File: config.mk
export PLATFORM = sky130hd
export DESIGN_NAME = morse_key_classifier
export DESIGN_NICKNAME = d
export VERILOG_FILES = /design/src/rtl/morse_pkg.sv /design/src/rtl/morse_debounce.sv /design/src/rtl/morse_key_classifier.sv
export SDC_FILE = /design/constraint.sdc
export NUM_CORES = 1
export LEC_CHECK = 0
export ABC_AREA = 1
export BUFFER_PORTS_ARGS = -buffer_cell sky130_fd_sc_hd__clkbuf_2
export CAP_MARGIN = 20
export CORE_MARGIN = 3
export CORE_UTILIZATION = 58
export DETAILED_ROUTE_END_ITERATION = 16
export PLACE_DENSITY = 0.77
export SLEW_MARGIN = 10
export SYNTH_ARGS = -nofsm -noshare
export SYNTH_HDL_FRONTEND = slang
export SYNTH_SLANG_ARGS = --single-unit
File: constraint.sdc
create_clock -name clk -period 2.2 [get_ports clk]
set_clock_uncertainty 0.2 [all_clocks]
set_input_delay 0.22 -clock clk [delete_from_list [all_inputs] [get_ports clk]]
set_output_delay 0.22 -clock clk [all_outputs]
set_load 0.1 [all_outputs]
File: src/rtl/morse_pkg.sv
// Shared definitions for the Morse front-end and morse_decoder: symbol codes
// carried on morse_signal and the classifier state encoding.
package morse_pkg;

    // Symbol codes, one-cycle strobes on morse_signal
    localparam logic [1:0] SYM_NONE = 2'b00;
    localparam logic [1:0] SYM_DOT  = 2'b01;
    localparam logic [1:0] SYM_DASH = 2'b10;
    localparam logic [1:0] SYM_GAP  = 2'b11;

    // Unit counter is 3 bits wide and saturates at its top value
    localparam int         UNIT_W   = 3;
    localparam logic [2:0] UNIT_MAX = 3'd7;

    typedef enum logic [1:0] {
        ST_IDLE  = 2'd0,
        ST_MARK  = 2'd1,
        ST_SPACE = 2'd2
    } state_t;

endpackage

File: src/rtl/morse_debounce.sv
// Key conditioning: 2-flop synchroniser for the asynchronous key, followed by
// an optional stability filter (enabled with MORSE_DEBOUNCE_EN).
module morse_debounce
    import morse_pkg::*;
#(
    parameter int DEBOUNCE_CYCLES = 16
) (
    input  logic clk,
    input  logic rst_n,
    input  logic key_in,
    output logic key_f
);

    logic sync1;
    logic sync2;

    if (DEBOUNCE_CYCLES < 1) begin : g_param_check
        $error("morse_debounce: DEBOUNCE_CYCLES must be >= 1");
    end

    // Two-flop synchroniser, the only place key_in is sampled
    always_ff @(posedge clk or negedge rst_n) begin
        if (!rst_n) begin
            sync1 <= 1'b0;
            sync2 <= 1'b0;
        end else begin
            sync1 <= key_in;
            sync2 <= sync1;
        end
    end

`ifdef MORSE_DEBOUNCE_EN
    localparam int            CNT_W  = $clog2(DEBOUNCE_CYCLES + 1);
    localparam logic [CNT_W-1:0] CNT_TC = CNT_W'(DEBOUNCE_CYCLES - 1);

    logic [CNT_W-1:0] cnt;
    logic             key_q;

    // Accept a new level only after DEBOUNCE_CYCLES consecutive disagreeing samples
    always_ff @(posedge clk or negedge rst_n) begin
        if (!rst_n) begin
            cnt   <= '0;
            key_q <= 1'b0;
        end else if (sync2 == key_q) begin
            cnt <= '0;
        end else if (cnt == CNT_TC) begin
            cnt   <= '0;
            key_q <= sync2;
        end else begin
            cnt <= cnt + 1'b1;
        end
    end

    assign key_f = key_q;
`else
    assign key_f = sync2;
`endif

endmodule

File: src/rtl/morse_key_classifier.sv
// Morse key classifier: times filtered key marks and spaces in Morse units and
// emits one-cycle dot / dash / letter-gap codes plus a word-gap pulse.
// Optional key filter: define MORSE_DEBOUNCE_EN.
module morse_key_classifier
    import morse_pkg::*;
#(
    parameter int UNIT_CYCLES      = 1000,
    parameter int DASH_UNITS       = 2,
    parameter int LETTER_GAP_UNITS = 3,
    parameter int WORD_GAP_UNITS   = 7,
    parameter int DEBOUNCE_CYCLES  = 16
) (
    input  logic       clk,
    input  logic       rst_n,
    input  logic       en,
    input  logic       key_in,
    output logic [1:0] morse_signal,
    output logic       word_gap,
    output logic       key_active
);

    localparam int              PW       = $clog2(UNIT_CYCLES);
    localparam logic [PW-1:0]   PRE_TC   = PW'(UNIT_CYCLES - 1);
    localparam logic [UNIT_W-1:0] DASH_U = UNIT_W'(DASH_UNITS);
    // Gap codes fire on the tick that moves the count onto the threshold
    localparam logic [UNIT_W-1:0] LGAP_PRE = UNIT_W'(LETTER_GAP_UNITS - 1);
    localparam logic [UNIT_W-1:0] WGAP_PRE = UNIT_W'(WORD_GAP_UNITS - 1);

    if (UNIT_CYCLES < 2 || WORD_GAP_UNITS <= LETTER_GAP_UNITS || WORD_GAP_UNITS > 7)
    begin : g_param_check
        $error("morse_key_classifier: illegal timing parameters");
    end

    logic              key_f;
    logic              key_q;
    logic              key_rise;
    logic              key_fall;
    logic              key_edge;
    logic              unit_tick;
    logic [PW-1:0]     pre;
    logic [UNIT_W-1:0] units;
    state_t            state;
    state_t            state_d;
    logic [1:0]        sym_d;
    logic              wgap_d;

    morse_debounce #(
        .DEBOUNCE_CYCLES (DEBOUNCE_CYCLES)
    ) u_debounce (
        .clk    (clk),
        .rst_n  (rst_n),
        .key_in (key_in),
        .key_f  (key_f)
    );

    assign key_active = key_f;

    // Previous filtered level for edge detection
    always_ff @(posedge clk or negedge rst_n) begin
        if (!rst_n) key_q <= 1'b0;
        else        key_q <= key_f;
    end

    assign key_rise  = key_f & ~key_q;
    assign key_fall  = ~key_f & key_q;
    assign key_edge  = key_f ^ key_q;
    // An edge restarts timing, so a coincident terminal count is not a unit
    assign unit_tick = (pre == PRE_TC) && !key_edge;

    // Unit prescaler, realigned to every key edge
    always_ff @(posedge clk or negedge rst_n) begin
        if (!rst_n)                              pre <= '0;
        else if (!en || key_edge || pre == PRE_TC) pre <= '0;
        else                                     pre <= pre + 1'b1;
    end

    // Whole units since the last edge, saturating so long holds stay dashes
    always_ff @(posedge clk or negedge rst_n) begin
        if (!rst_n)                              units <= '0;
        else if (!en || key_edge)                units <= '0;
        else if (unit_tick && units != UNIT_MAX) units <= units + 1'b1;
    end

    // Next state and symbol decode
    always_comb begin
        state_d = state;
        sym_d   = SYM_NONE;
        wgap_d  = 1'b0;
        if (!en) begin
            state_d = ST_IDLE;
        end else begin
            case (state)
                ST_IDLE: begin
                    if (key_rise) state_d = ST_MARK;
                end
                ST_MARK: begin
                    if (key_fall) begin
                        sym_d   = (units < DASH_U) ? SYM_DOT : SYM_DASH;
                        state_d = ST_SPACE;
                    end
                end
                ST_SPACE: begin
                    if (key_rise) begin
                        state_d = ST_MARK;
                    end else if (unit_tick && units == WGAP_PRE) begin
                        wgap_d  = 1'b1;
                        state_d = ST_IDLE;
                    end else if (unit_tick && units == LGAP_PRE) begin
                        sym_d = SYM_GAP;
                    end
                end
                default: state_d = ST_IDLE;
            endcase
        end
    end

    // State and registered symbol outputs
    always_ff @(posedge clk or negedge rst_n) begin
        if (!rst_n) begin
            state        <= ST_IDLE;
            morse_signal <= SYM_NONE;
            word_gap     <= 1'b0;
        end else begin
            state        <= state_d;
            morse_signal <= sym_d;
            word_gap     <= wgap_d;
        end
    end

endmodule

==> flow_metrics.tcl <==
set metrics [dict create \
    grt_use_total_pct 17.7 \
    worstPathArrival_ps 1760 \
    antenna_left 0 \
    yosys_warnings 0 \
    grt_use_met1_pct 22.8 \
    synth_edf_count 0 \
    met2_usage_pct 29.0 \
    end_kind "flip-flop" \
    netlist_top_cells_count "dfrtp_1 (21), inv_1 (17), nand2_1 (16)" \
    fmax_mhz 587 \
    setup_tns_ps 0 \
    syn_nets 144 \
    placed_cells 161 \
    place_congestion 0.791 \
    htree_levels 1 \
    critPathMaxFanout 9 \
    cap_viol_max_count 0 \
    antenna_found_initial 0 \
    num-fill-cells 144 \
    clk_pin_slew_ps 120 \
    synth.distinct_cells 29 \
    start_util_pct 65.4 \
    num-nets-final 159 \
    start_kind "flip-flop" \
    wire_per_inst_um 11.9 \
    drt_wl_total_mm 1.99 \
    antenna_cells 0 \
    grt_pass1_vias 844 \
    grt_max_degree 22 \
    die_y_um 51.6 \
    grt_pass1_wl_mm 3.54 \
    die_w_um 51.6 \
    crit_required_ps 2260 \
    final_layout_size_suffix_gt1_share_pct 25.9 \
    synth_ff_type "dfrtp_1" \
    vdd_drop_max_uv 422 \
    setup_viol 0 \
    finalHoldViolations 0 \
    syn_inst 129 \
    vias 830 \
    via_per_inst 4.94 \
    rows 15 \
    yosysSeqAreaShare_pct 43.7 \
    cts_setup_buffers 0 \
    place_hpwl_mm 1.54 \
    relSlewSlack_pct 63.8 \
    total_power_mw 0.812 \
    core_region_area_sq_um 1840 \
    area_delta_synth_final_pct 10.3 \
    period_needed_ps 1700 \
    fin_cells 168 \
    ys_seq_elements 21 \
    period_share_pct 77.5 \
    hold_class "flip-flop to flip-flop" \
    worst_skew_pair.late_latency_ps 300 \
    synth_area_leaders "dfrtp_1 (44%), ha_1 (11%), inv_1 (5.3%)" \
    portBuffers 7 \
    syn_avg_cell_area_sq_um 9.33 \
    ys_async_sr_fraction_pct 100 \
    clockBufferDepth 2 \
    drt_iter0_markers 13 \
    slew_violations 0 \
    gr-usage-met3_pct 2.87 \
    power_density_nw_per_um2 612 \
    leakagePower_nw 0.683 \
    synth.most_common_cell "dfrtp_1" \
    tightest_slew_ps 545 \
    yosysTopAreaCell "dfrtp_1" \
    grt-busiest-layer "met2" \
    ios 8 \
    drc 0 \
    worstSetupPathType "flip-flop to flip-flop" \
    die-area_sq_um 2660 \
    yosysTopAreaCellShare_pct 43.7 \
    synthesis.area_sq_um 1200 \
    drt_pass1_iterations 5 \
    rsz0062_at_grt "no" \
    cts_buffers 3 \
    status "completed" \
    grt-ovfl-total 0 \
    cts_sinks 21 \
    clockRootBuffer "clkbuf_4" \
    cts_tree "built" \
]
-- path summary, 6_finish.rpt --
check	start	end	slack [ps]	cells past startpoint
setup / recovery	u_debounce.key_f	pre[6]	500	7
hold / removal	u_debounce.sync1	u_debounce.key_f	170	0
setup reg to reg	u_debounce.key_f	pre[6]	500	7
hold reg to reg	u_debounce.sync1	u_debounce.key_f	170	0
max in group asynchronous	rst_n	state[0]	1240	2
min in group asynchronous	rst_n	pre[4]	220	2
-- stage by stage --
step	cell area (sq um)	setup WS, ps	utilization [%]	hold slack (ps)
2_1_floorplan	1200	25.4	-	-276
3_3_place_gp	1270	549	69.0	5.69
3_5_place_dp	1270	518	69.0	13.9
4_1_cts	1330	493	72.2	171
5_1_grt	1330	357	72.2	183
6_report	1330	496	72.2	167
-- registers in the layout, summed over array words and instances (netlist names) --
signal / flops
word_gap: 1
pre: 10
u_debounce.key_f: 1
key_q: 1
state: 2
u_debounce.sync1: 1
morse_signal: 2
units: 3
-- area by class of cell --
type	count	area [sq um]	area share [%]
inverter	20	75.1	5.66
tap	25	31.3	2.36
sequential	21	526	39.6
clock buffer	3	22.5	1.70
clock inverter	1	5.00	0.377
timing repair buffer	10	65.1	4.90
multi-input combinational	88	603	45.4
-- layer usage --
layer,vias to the layer above,wire [um]
li1,435,-
met1,375,960
met2,15,906
met3,5,81
met4,0,43
met5,-,0
-- cells by family (layout without fill, tap and decap cells) --
logic type / after synthesis / in the layout / share of synthesized area (%)
AND/OR/NAND/NOR: 61 / 61 / 30.6
flip-flops: 21 / 21 / 43.7
buffers and inverters: 20 / 34 / 6.24
AO/OA/AOI/OAI: 13 / 13 / 5.93
adder cells (fa/ha/maj): 11 / 11 / 11.4
XOR/XNOR: 3 / 3 / 2.18
-- power by group --
| part | switching [mW] | internal [mW] |
|---|---|---|
| combinational | 0.125 | 0.0691 |
| clock | 0.119 | 0.0679 |
| sequential | 0.0246 | 0.407 |
-- critical path: stages (launching register included) --
cell	delay, ps
dfrtp_1	420
inv_1	60
ha_1	320
nand2_1	120
inv_1	160
nand2_4	120
a21oi_1	130
o21a_1	130
-- cells in the final DEF, fill, tap and decap left out, types with 2 or more instances in the layout --
cell type | Yosys | layout
nand3_2 | 2 | 2
o21ai_0 | 2 | 2
clkbuf_4 | 0 | 3
inv_1 | 17 | 17
nand2_2 | 7 | 7
nor3_1 | 3 | 3
nor2_1 | 12 | 12
nor2_2 | 5 | 5
inv_2 | 3 | 3
o21ai_1 | 2 | 2
ha_1 | 11 | 11
nand2_1 | 16 | 16
a21oi_1 | 7 | 7
clkbuf_2 | 0 | 7
dlygate4sd3_1 | 0 | 3
nand3_1 | 5 | 5
dfrtp_1 | 21 | 21
xor2_1 | 2 | 2
-- repair_timing --
action / CTS / global route
gates resized for setup: 0 / 0
hold buffers: 3 / 0
endpoints found under the hold margin: 24 / 0
Note: power is estimated with default switching activity, not from simulation.
